===== src/rtl/pipe_hazard_ctrl_if.sv =====
// Handshake bundle between the decode-side pipeline and the hazard sequencer.
// The slave side belongs to the sequencer. The master side belongs to the pipeline.
interface pipe_hazard_ctrl_if;
    logic       ID_vld;
    logic [4:0] ID_rs1;
    logic [4:0] ID_rs2;
    logic       ID_use_rs1;
    logic       ID_use_rs2;
    logic       ID_is_mul;
    logic       ID_is_break;
    logic       ID_EX_vld;
    logic       ID_EX_load;
    logic [4:0] ID_EX_rd;
    logic       EX_redirect;
    logic       mem_busy;

    logic       stall_if;
    logic       bubble_id;
    logic       stall_ex;
    logic       bubble_ex;
    logic       stall_all;
    logic       flush;
    logic       mul_busy;
    logic       halted;

    modport master (
        output ID_vld, ID_rs1, ID_rs2, ID_use_rs1, ID_use_rs2, ID_is_mul, ID_is_break,
               ID_EX_vld, ID_EX_load, ID_EX_rd, EX_redirect, mem_busy,
        input  stall_if, bubble_id, stall_ex, bubble_ex, stall_all, flush, mul_busy, halted
    );

    modport slave (
        input  ID_vld, ID_rs1, ID_rs2, ID_use_rs1, ID_use_rs2, ID_is_mul, ID_is_break,
               ID_EX_vld, ID_EX_load, ID_EX_rd, EX_redirect, mem_busy,
        output stall_if, bubble_id, stall_ex, bubble_ex, stall_all, flush, mul_busy, halted
    );
endinterface


===== src/rtl/pipe_hazard_ctrl.sv =====
// Central stall/bubble/flush sequencer for the 5-stage core.
//
//  state    | meaning
//  ---------+---------------------------------------------------------
//  RUN      | normal issue; resolves redirect, load-use, MUL, EBREAK
//  MUL_WAIT | MUL still occupying EX; front end held, EX/MEM bubbled
//  DRAIN    | EBREAK left ID; older instructions retiring before halt
//  HALT     | core halted; sticky until rst
module pipe_hazard_ctrl #(
    parameter int MUL_LAT   = 3,
    parameter int DRAIN_LAT = 3
) (
    input logic              clk,
    input logic              rst,
    pipe_hazard_ctrl_if.slave hz
);
    typedef enum logic [1:0] {RUN, MUL_WAIT, DRAIN, HALT} state_e;

    localparam int CNT_MAX = (MUL_LAT > DRAIN_LAT) ? MUL_LAT : DRAIN_LAT;
    localparam int CW      = $clog2(CNT_MAX) + 1;
    localparam logic [CW-1:0] MUL_INIT   = CW'(MUL_LAT - 1);
    localparam logic [CW-1:0] DRAIN_INIT = CW'(DRAIN_LAT);
    localparam logic [CW-1:0] CNT_ONE    = CW'(1);

    state_e        state_q, state_d;
    logic [CW-1:0] cnt_q, cnt_d;
    logic          hazard;
    logic          stall_if, bubble_id, stall_ex, bubble_ex;
    logic          stall_all, flush, mul_busy, halted;

    assign hazard = hz.ID_vld & hz.ID_EX_vld & hz.ID_EX_load & (hz.ID_EX_rd != 5'd0)
                  & ((hz.ID_use_rs1 & (hz.ID_rs1 == hz.ID_EX_rd))
                   | (hz.ID_use_rs2 & (hz.ID_rs2 == hz.ID_EX_rd)));

    // Next-state and control decode. A memory wait freezes state and count in every state except HALT.
    always_comb begin
        state_d   = state_q;
        cnt_d     = cnt_q;
        stall_if  = 1'b0;
        bubble_id = 1'b0;
        stall_ex  = 1'b0;
        bubble_ex = 1'b0;
        stall_all = 1'b0;
        flush     = 1'b0;
        mul_busy  = 1'b0;
        halted    = 1'b0;
        if (!rst) begin
            case (state_q)
                RUN: begin
                    if (hz.mem_busy) begin
                        stall_all = 1'b1;
                    end else if (hz.EX_redirect) begin
                        flush = 1'b1;
                    end else if (hazard) begin
                        stall_if  = 1'b1;
                        bubble_id = 1'b1;
                    end else if (hz.ID_vld && hz.ID_is_mul) begin
                        // A single-cycle MUL behaves like any other ALU op.
                        if (MUL_LAT > 1) begin
                            state_d = MUL_WAIT;
                            cnt_d   = MUL_INIT;
                        end
                    end else if (hz.ID_vld && hz.ID_is_break) begin
                        stall_if = 1'b1;
                        state_d  = DRAIN;
                        cnt_d    = DRAIN_INIT;
                    end
                end
                MUL_WAIT: begin
                    mul_busy = 1'b1;
                    if (hz.mem_busy) begin
                        stall_all = 1'b1;
                    end else begin
                        stall_if  = 1'b1;
                        stall_ex  = 1'b1;
                        bubble_ex = 1'b1;
                        cnt_d     = cnt_q - CNT_ONE;
                        if (cnt_q == CNT_ONE) state_d = RUN;
                    end
                end
                DRAIN: begin
                    if (hz.mem_busy) begin
                        stall_all = 1'b1;
                    end else begin
                        stall_if  = 1'b1;
                        bubble_id = 1'b1;
                        cnt_d     = cnt_q - CNT_ONE;
                        if (cnt_q == CNT_ONE) state_d = HALT;
                    end
                end
                HALT: begin
                    halted    = 1'b1;
                    stall_if  = 1'b1;
                    bubble_id = 1'b1;
                end
                default: begin
                    state_d = RUN;
                    cnt_d   = '0;
                end
            endcase
        end
    end

    // State and counter registers with synchronous reset.
    always_ff @(posedge clk) begin
        if (rst) begin
            state_q <= RUN;
            cnt_q   <= '0;
        end else begin
            state_q <= state_d;
            cnt_q   <= cnt_d;
        end
    end

    assign hz.stall_if  = stall_if;
    assign hz.bubble_id = bubble_id;
    assign hz.stall_ex  = stall_ex;
    assign hz.bubble_ex = bubble_ex;
    assign hz.stall_all = stall_all;
    assign hz.flush     = flush;
    assign hz.mul_busy  = mul_busy;
    assign hz.halted    = halted;
endmodule


===== src/flat_wrapper.sv =====
// flat-port wrapper written by rule: the top's interface ports become plain ports
module pipe_hazard_ctrl_flat 
#(
    parameter int MUL_LAT   = 3,
    parameter int DRAIN_LAT = 3
)
  (clk, rst, hz_ID_vld, hz_ID_rs1, hz_ID_rs2, hz_ID_use_rs1, hz_ID_use_rs2, hz_ID_is_mul, hz_ID_is_break, hz_ID_EX_vld, hz_ID_EX_load, hz_ID_EX_rd, hz_EX_redirect, hz_mem_busy, hz_stall_if, hz_bubble_id, hz_stall_ex, hz_bubble_ex, hz_stall_all, hz_flush, hz_mul_busy, hz_halted);
  pipe_hazard_ctrl_if hz_i ();
  input logic clk;
  input logic rst;
  input wire logic [$bits(hz_i.ID_vld)-1:0] hz_ID_vld;
  input wire logic [$bits(hz_i.ID_rs1)-1:0] hz_ID_rs1;
  input wire logic [$bits(hz_i.ID_rs2)-1:0] hz_ID_rs2;
  input wire logic [$bits(hz_i.ID_use_rs1)-1:0] hz_ID_use_rs1;
  input wire logic [$bits(hz_i.ID_use_rs2)-1:0] hz_ID_use_rs2;
  input wire logic [$bits(hz_i.ID_is_mul)-1:0] hz_ID_is_mul;
  input wire logic [$bits(hz_i.ID_is_break)-1:0] hz_ID_is_break;
  input wire logic [$bits(hz_i.ID_EX_vld)-1:0] hz_ID_EX_vld;
  input wire logic [$bits(hz_i.ID_EX_load)-1:0] hz_ID_EX_load;
  input wire logic [$bits(hz_i.ID_EX_rd)-1:0] hz_ID_EX_rd;
  input wire logic [$bits(hz_i.EX_redirect)-1:0] hz_EX_redirect;
  input wire logic [$bits(hz_i.mem_busy)-1:0] hz_mem_busy;
  output wire logic [$bits(hz_i.stall_if)-1:0] hz_stall_if;
  output wire logic [$bits(hz_i.bubble_id)-1:0] hz_bubble_id;
  output wire logic [$bits(hz_i.stall_ex)-1:0] hz_stall_ex;
  output wire logic [$bits(hz_i.bubble_ex)-1:0] hz_bubble_ex;
  output wire logic [$bits(hz_i.stall_all)-1:0] hz_stall_all;
  output wire logic [$bits(hz_i.flush)-1:0] hz_flush;
  output wire logic [$bits(hz_i.mul_busy)-1:0] hz_mul_busy;
  output wire logic [$bits(hz_i.halted)-1:0] hz_halted;
  assign hz_i.ID_vld = hz_ID_vld;
  assign hz_i.ID_rs1 = hz_ID_rs1;
  assign hz_i.ID_rs2 = hz_ID_rs2;
  assign hz_i.ID_use_rs1 = hz_ID_use_rs1;
  assign hz_i.ID_use_rs2 = hz_ID_use_rs2;
  assign hz_i.ID_is_mul = hz_ID_is_mul;
  assign hz_i.ID_is_break = hz_ID_is_break;
  assign hz_i.ID_EX_vld = hz_ID_EX_vld;
  assign hz_i.ID_EX_load = hz_ID_EX_load;
  assign hz_i.ID_EX_rd = hz_ID_EX_rd;
  assign hz_i.EX_redirect = hz_EX_redirect;
  assign hz_i.mem_busy = hz_mem_busy;
  assign hz_stall_if = hz_i.stall_if;
  assign hz_bubble_id = hz_i.bubble_id;
  assign hz_stall_ex = hz_i.stall_ex;
  assign hz_bubble_ex = hz_i.bubble_ex;
  assign hz_stall_all = hz_i.stall_all;
  assign hz_flush = hz_i.flush;
  assign hz_mul_busy = hz_i.mul_busy;
  assign hz_halted = hz_i.halted;
  pipe_hazard_ctrl #(.MUL_LAT(MUL_LAT), .DRAIN_LAT(DRAIN_LAT)) u_core (.clk(clk), .rst(rst), .hz(hz_i));
endmodule

===== config.mk =====
export PLATFORM = sky130hd
export DESIGN_NAME = pipe_hazard_ctrl_flat
export DESIGN_NICKNAME = d
export VERILOG_FILES = /design/src/rtl/pipe_hazard_ctrl_if.sv /design/src/rtl/pipe_hazard_ctrl.sv /design/src/flat_wrapper.sv
export SDC_FILE = /design/constraint.sdc
export NUM_CORES = 1
export LEC_CHECK = 0
export ABC_AREA = 1
export CAP_MARGIN = 20
export CORE_MARGIN = 5
export CORE_UTILIZATION = 44
export DETAILED_ROUTE_END_ITERATION = 16
export HOLD_SLACK_MARGIN = 0.06
export PLACE_DENSITY = 0.83
export SETUP_SLACK_MARGIN = 0.02
export SYNTH_ARGS = -nofsm -noshare
export SYNTH_HDL_FRONTEND = slang
export SYNTH_SLANG_ARGS = --single-unit

===== constraint.sdc =====
create_clock -name clk -period 3.8 [get_ports clk]
set_clock_uncertainty 0.15 [all_clocks]
set_input_delay 1.14 -clock clk [delete_from_list [all_inputs] [get_ports clk]]
set_output_delay 1.14 -clock clk [all_outputs]
set_load 0.01 [all_outputs]

==> impl_metrics.csv, run 1 <==
group,metric,value,unit
sta,slew_viol_final,0,
routing,vias,1014,
synth,netlist_instances,139,
cts,clkLatencyLatePin,0.24,ns
worst_setup_path,worstPathArrival,2.36,ns
routing,routed_via_density,4.97,
routing,drcViolationCount,0,
synth,syn-num-nets,172,
sta,fin_crit_sh,0.960,
die,start_util,0.454,
power_and_ir_drop,power_leakage,0.774,nW
cts,h-tree-depth,1,
synth,yosys.area_share.simple,0.498,
synth,synth_ff_type,"dfxtp_1",
cts,clk_pin_slew,0.04,ns
die,die_w,51.8,µm
place,port_buffers,33,
sta,fmax,0.274,GHz
synth,synth-seq-area-share,0.131,
grt,groute.usage.overall,0.179,
worst_setup_path,worstPathMaxFanout,3,
worst_setup_path,cp-start-kind,"input pin",
finish,antenna_cells,0,
synth,yosysUniqueCellTypes,22,
die,ios,34,
power_and_ir_drop,power_density,378,nW/µm²
power_and_ir_drop,seq_power_share,0.188,
grt,met2_usage,0.318,
worst_setup_path,critPathSlowestCell,"clkdlybuf4s50_1",
power_and_ir_drop,power.share.combinational,0.683,
synth,async_flop_share,0,
cts,root_buffer,"clkbuf_4",
cts,clock_path_buffers,2,
synth,netlist_area,767,µm²
die,die_area,2680,µm²
power_and_ir_drop,intPower,244,µW
power_and_ir_drop,ir_drop,0.000407,V
job,cap_violations,0,
routing,routed_wl,2320,µm
sta,finalHoldViolations,0,
synth,synth_fa_ha_area_frac,0.114,
synth,muxShareOfSynthArea,0,
worst_setup_path,criticalPathCategory,"in -> out",
cts,cts_tree,"built",
finish,area_growth,63.9,%
worst_setup_path,crit_chain,"clkdlybuf4s50_1, nand2_1, nor2_1, nand3_1, nand2_2, nand2_2, nand2_2, nand3_2, a21oi_2, buf_2",
sta,rsz0062_at_grt,"false",
worst_setup_path,crit_path_frequent_cell,"nand2_2",
worst_setup_path,cpPeakStageDelay,0.45,ns
sta,setup-tns-final,0,ns
hold_path,min-delay-path-class,"reg -> reg",
grt,busiest_layer,"met2",
synth,synthXorXnorAreaFrac,0,
cts,clock_sinks,5,
worst_setup_path,cp.required,2.51,ns
finish,n_fill_cell,132,
cts,numCtsBuffers,3,
sta,slew_headroom,0.789,
synth,avgSynthCellArea,5.52,µm²
grt,antenna_found_initial,0,
synth,ys_ff_latch,5,
sta,setup_violations,0,
grt,met1_usage,0.218,
worst_setup_path,path_buf_inv,2,
synth,synth_edf_count,0,
finish,finish.instance_area,1260,µm²
place,finalWeightedCongestion,0.894,
worst_setup_path,path_delay_family,"buffers and inverters",
synth,synth-compound-area-share,0.116,
power_and_ir_drop,p_sw_frac,0.487,
sta,fin_crit,3.65,ns
status,status,"complete, no violations",
place,detailed_place_hpwl,1840,µm
die,die_y,51.8,µm
finish,nets,221,
grt,overflow,0,
grt,gr-usage-met3,0.0458,
worst_setup_path,cp-end-kind,"primary output",
routing,drtAntennaViolNets,0,
die,rows,15,
grt,grt_max_degree,8,
routing,dr.pass1.iters,4,
synth,synth_top_family_by_area,"simple AND/OR/NAND/NOR gates",
grt,grt_first_pass_wirelength,3750,µm
sta,worst_pin_slew,0.316,ns
finish,drive_gt1_frac,0.214,
routing,drtIter0Drc,26,
die,placeableCoreArea,1690,µm²
place,dpl_cell_area,1200,µm²
synth,yosysWarnings,0,
grt,first_global_vias,940,
power_and_ir_drop,clkPwrFrac,0.129,
routing,routedWlPerCell,11.4,µm
power_and_ir_drop,p_sw,231,µW
==> metal layers <==
metal	vias to the layer above	part of all wire	routed length, µm
li1	526	-	-
met1	444	0.44	1020
met2	40	0.47	1090
met3	4	0.081	189
met4	0	0.011	26
met5	-	0	0
==> flip-flops by register name, indices dropped and copies added, names as in the netlist <==
register	flops
u_core.state_q	2
u_core.cnt_q	3
==> layout make-up <==
class,instances,area [µm²],area share
Multi-Input combinational cell,106,572,0.455
Sequential cell,5,100,0.0796
Clock buffer,4,26.3,0.0209
Inverter,26,97.6,0.0776
Tap cell,17,21.3,0.0169
Timing Repair Buffer,46,440,0.350
==> cells in the mapped netlist (2+ instances only) <==
cell type / number / area share
nand2_2: 3 / 0.024
nor2_1: 16 / 0.078
nor3_1: 4 / 0.026
inv_1: 20 / 0.098
a21oi_2: 4 / 0.046
dfxtp_1: 5 / 0.13
o21ai_0: 3 / 0.020
a21oi_1: 5 / 0.033
nor2_2: 2 / 0.016
nand3b_1: 2 / 0.020
nand4_1: 2 / 0.016
nand2_1: 45 / 0.22
inv_2: 6 / 0.029
ha_1: 7 / 0.11
nand3_1: 8 / 0.052
==> worst min-delay path, stage by stage, from the launching register on <==
cell and delay (ns):
dfxtp_1 0.30, nor2_1 0.09, nor2_1 0.05
==> stage by stage <==
step	instances	worst slack (ns)	util	power, mW	hold slack [ns]
floorplan	139	0.596	-	0.312	0.298
global placement	199	-0.428	0.709	0.398	0.305
detailed placement	199	-0.428	0.709	0.412	0.316
CTS	203	0.00452	0.711	0.471	0.338
global route	204	0.0564	0.744	0.525	0.354
finish	204	0.152	0.744	0.475	0.337
==> power by group through the flow <==
stage,clock network [mW],logic [mW],registers (mW)
floorplan,0,0.227,0.0851
global placement,0,0.309,0.0886
detailed placement,0,0.321,0.0905
finish,0.0614,0.324,0.0893
global route,0.0700,0.362,0.0925
CTS,0.0640,0.318,0.0889
==> path summary, 6_finish.rpt <==
| path | from | end | slack (ns) | cells after the start |
|---|---|---|---|---|
| max reg2reg | u_core.state_q[1] | u_core.cnt_q[0] | 1.94 | 10 |
| max | hz_ID_use_rs1 | hz_stall_if | 0.15 | 10 |
| min | u_core.cnt_q[1] | u_core.cnt_q[1] | 0.34 | 2 |
| min reg2reg | u_core.cnt_q[1] | u_core.cnt_q[1] | 0.34 | 2 |
==> kinds of logic (layout without fill, tap and decap cells) <==
logic type / Yosys count / after routing
compound gates: 14 / 14
fa+ha+maj: 7 / 7
buf+inv: 28 / 76
flops: 5 / 5
simple gates: 85 / 85
==> cells in the final DEF, fill, tap and decap left out, drive strengths merged, types with 2 or more instances in the layout <==
master / netlist / layout
buf: 1 / 15
dlygate4sd2: 0 / 10
dlymetal6s2s: 0 / 14
inv: 26 / 26
nand3b: 2 / 2
dfxtp: 5 / 5
a21oi: 9 / 9
clkbuf: 1 / 4
nor2: 18 / 18
nand2: 48 / 48
nand3: 9 / 9
nand4: 2 / 2
ha: 7 / 7
clkdlybuf4s50: 0 / 7
o21ai: 3 / 3
nor3: 5 / 5
==> repair_timing <==
item	4_1_cts	5_1_grt
pin swaps	2	11
endpoints found under the setup margin	7	2
resized for setup	18	18
hold buffers	0	0
buffers inserted	0	1
Power figures use the tool's default switching activity.
==> run 2, diff against run 1 <==
--- a/config.mk
+++ b/config.mk
@@ -7,11 +7,12 @@
 export LEC_CHECK = 0
 export ABC_AREA = 1
 export CAP_MARGIN = 20
-export CORE_MARGIN = 5
-export CORE_UTILIZATION = 44
+export CORE_AREA = 5 5 42 44
 export DETAILED_ROUTE_END_ITERATION = 16
+export DIE_AREA = 0 0 47 49
+export DONT_BUFFER_PORTS = 1
 export HOLD_SLACK_MARGIN = 0.06
-export PLACE_DENSITY = 0.83
+export PLACE_DENSITY = 0.72
 export SETUP_SLACK_MARGIN = 0.02
 export SYNTH_ARGS = -nofsm -noshare
 export SYNTH_HDL_FRONTEND = slang
==> run 2 against run 1 <==
Combinational power is 19% lower. Sequential share of layout area is 4.5 points higher. Critical path depth stayed put. Total power is 14% lower. Non-clock buffer count is 46 lower. Clock power is 5.5% lower. Highest routed layer is now met3.
==> impl_metrics.csv, run 2 (synthesis results as in run 1) <==
group,metric,value,unit
status,status,"complete, no violations",
routing,dr.pass1.iters,4,
finish,reg.largest.list,"u_core.cnt_q x3, u_core.state_q x2",
cts,postCtsSetupRepairBufs,0,
worst_setup_path,cp-end-kind,"primary output",
routing,vias,789,
sta,slew_viol_final,0,
finish,layout.cells.non_filler,157,
die,rows,14,
cts,clock_sinks,5,
place,detailed_place_hpwl,1460,µm
worst_setup_path,criticalPathCategory,"in -> out",
cts,numCtsBuffers,3,
routing,drcViolationCount,0,
grt,groute.usage.overall,0.148,
sta,setup-tns-final,0,ns
die,ios,34,
job,cap_violations,0,
routing,routed_via_density,5.03,
power_and_ir_drop,ir_drop,0.000348,V
place,dp.cells,153,
sta,fin_crit,3.30,ns
finish,layout_common_cells,"45 x nand2_1, 20 x inv_1, 16 x nor2_1",
sta,fin_crit_sh,0.869,
worst_setup_path,worstPathArrival,2.01,ns
sta,slew_headroom,0.557,
worst_setup_path,worstPathMaxFanout,4,
finish,antenna_cells,0,
place,finalWeightedCongestion,0.828,
finish,largest_reg_flops,3,
grt,overflow,0,
finish,area_growth,4.57,%
worst_setup_path,cp.required,2.51,ns
cts,clk_pin_slew,0.04,ns
finish,nets,175,
cts,root_buffer,"clkbuf_4",
power_and_ir_drop,power_leakage,0.428,nW
routing,drtIter0Drc,15,
cts,clkLatencyLatePin,0.23,ns
grt,grt_first_pass_wirelength,2640,µm
sta,rsz0062_at_grt,"false",
power_and_ir_drop,fin_total_pwr,409,µW
grt,grt_max_degree,11,
die,start_util,0.547,
grt,first_global_vias,685,
routing,drtAntennaViolNets,0,
finish,post-route-util,0.572,
routing,routed_wl,1640,µm
power_and_ir_drop,power_density,510,nW/µm²
sta,worst_pin_slew,0.660,ns
sta,finalHoldViolations,0,
die,die_area,2300,µm²
finish,top_register,"u_core.cnt_q",
die,placeableCoreArea,1400,µm²
cts,h-tree-depth,1,
die,die_y,49,µm
finish,layout_commonest_cell,"nand2_1",
hold_path,min-delay-path-class,"reg -> reg",
place,port_buffers,0,
cts,hold_buffers,0,
die,die_w,47,µm
grt,antenna_found_initial,0,
routing,routedWlPerCell,10.5,µm
sta,fmax,0.303,GHz
cts,post_cts_resized,0,
finish,drive_gt1_frac,0.149,
worst_setup_path,cp-start-kind,"input pin",
cts,cts_tree,"built",
sta,setup_violations,0,
cts,clock_path_buffers,2,
run 2: through the flow:
step	setup WS, ns	hold WS, ns	instance area (µm²)
floorplan	0.596	0.298	767
global placement	0.517	0.301	776
detailed placement	0.481	0.316	776
CTS	0.483	0.321	802
global route	0.369	0.347	802
finish	0.497	0.322	802
run 2: path summary, 6_finish.rpt:
kind | start | endpoint | slack, ns | depth (start not counted)
max | hz_ID_EX_rd[0] | hz_stall_if | 0.50 | 10
min | u_core.cnt_q[2] | u_core.cnt_q[2] | 0.32 | 2
max reg2reg | u_core.state_q[0] | u_core.cnt_q[0] | 1.98 | 10
min reg2reg | u_core.cnt_q[2] | u_core.cnt_q[2] | 0.32 | 2
run 2: cell type report:
class	instances	area, µm²
fillers	157	599
multi-input cells	106	558
flip-flops and latches	5	100
inverters	26	97.6
clock buffers	4	26.3
well taps	16	20.0
run 2: worst max-delay path, stage by stage:
cell and delay, ns:
inv_2 0.03, nand2_1 0.05, nand2_1 0.05, nor2_1 0.09, nand3_1 0.09, nand2_2 0.11
nand2_1 0.06, nand2_1 0.06, nand3_1 0.07, a21oi_1 0.27
run 2: per-layer routing:
layer  vias up  part of all wire  GRT usage
met5         -                 0          0
li1        434                 -          -
met4         0                 0     0.0553
met2        21              0.52      0.262
met3         0             0.082     0.0369
met1       334              0.40      0.160
run 2: where the power goes:
group	leakage, nW	switching [mW]	internal (mW)
Sequential	0.0408	0.0171	0.0708
Combinational	0.372	0.164	0.0998
Clock	0.0150	0.0185	0.0395
==> run 3, diff against run 2 <==
--- a/config.mk
+++ b/config.mk
@@ -14,6 +14,7 @@
 export HOLD_SLACK_MARGIN = 0.06
 export PLACE_DENSITY = 0.72
 export SETUP_SLACK_MARGIN = 0.02
+export SLEW_MARGIN = 20
 export SYNTH_ARGS = -nofsm -noshare
 export SYNTH_HDL_FRONTEND = slang
 export SYNTH_SLANG_ARGS = --single-unit
==> results of run 3 <==
No change in the layout: final DEF, timing and power equal those of run 2.
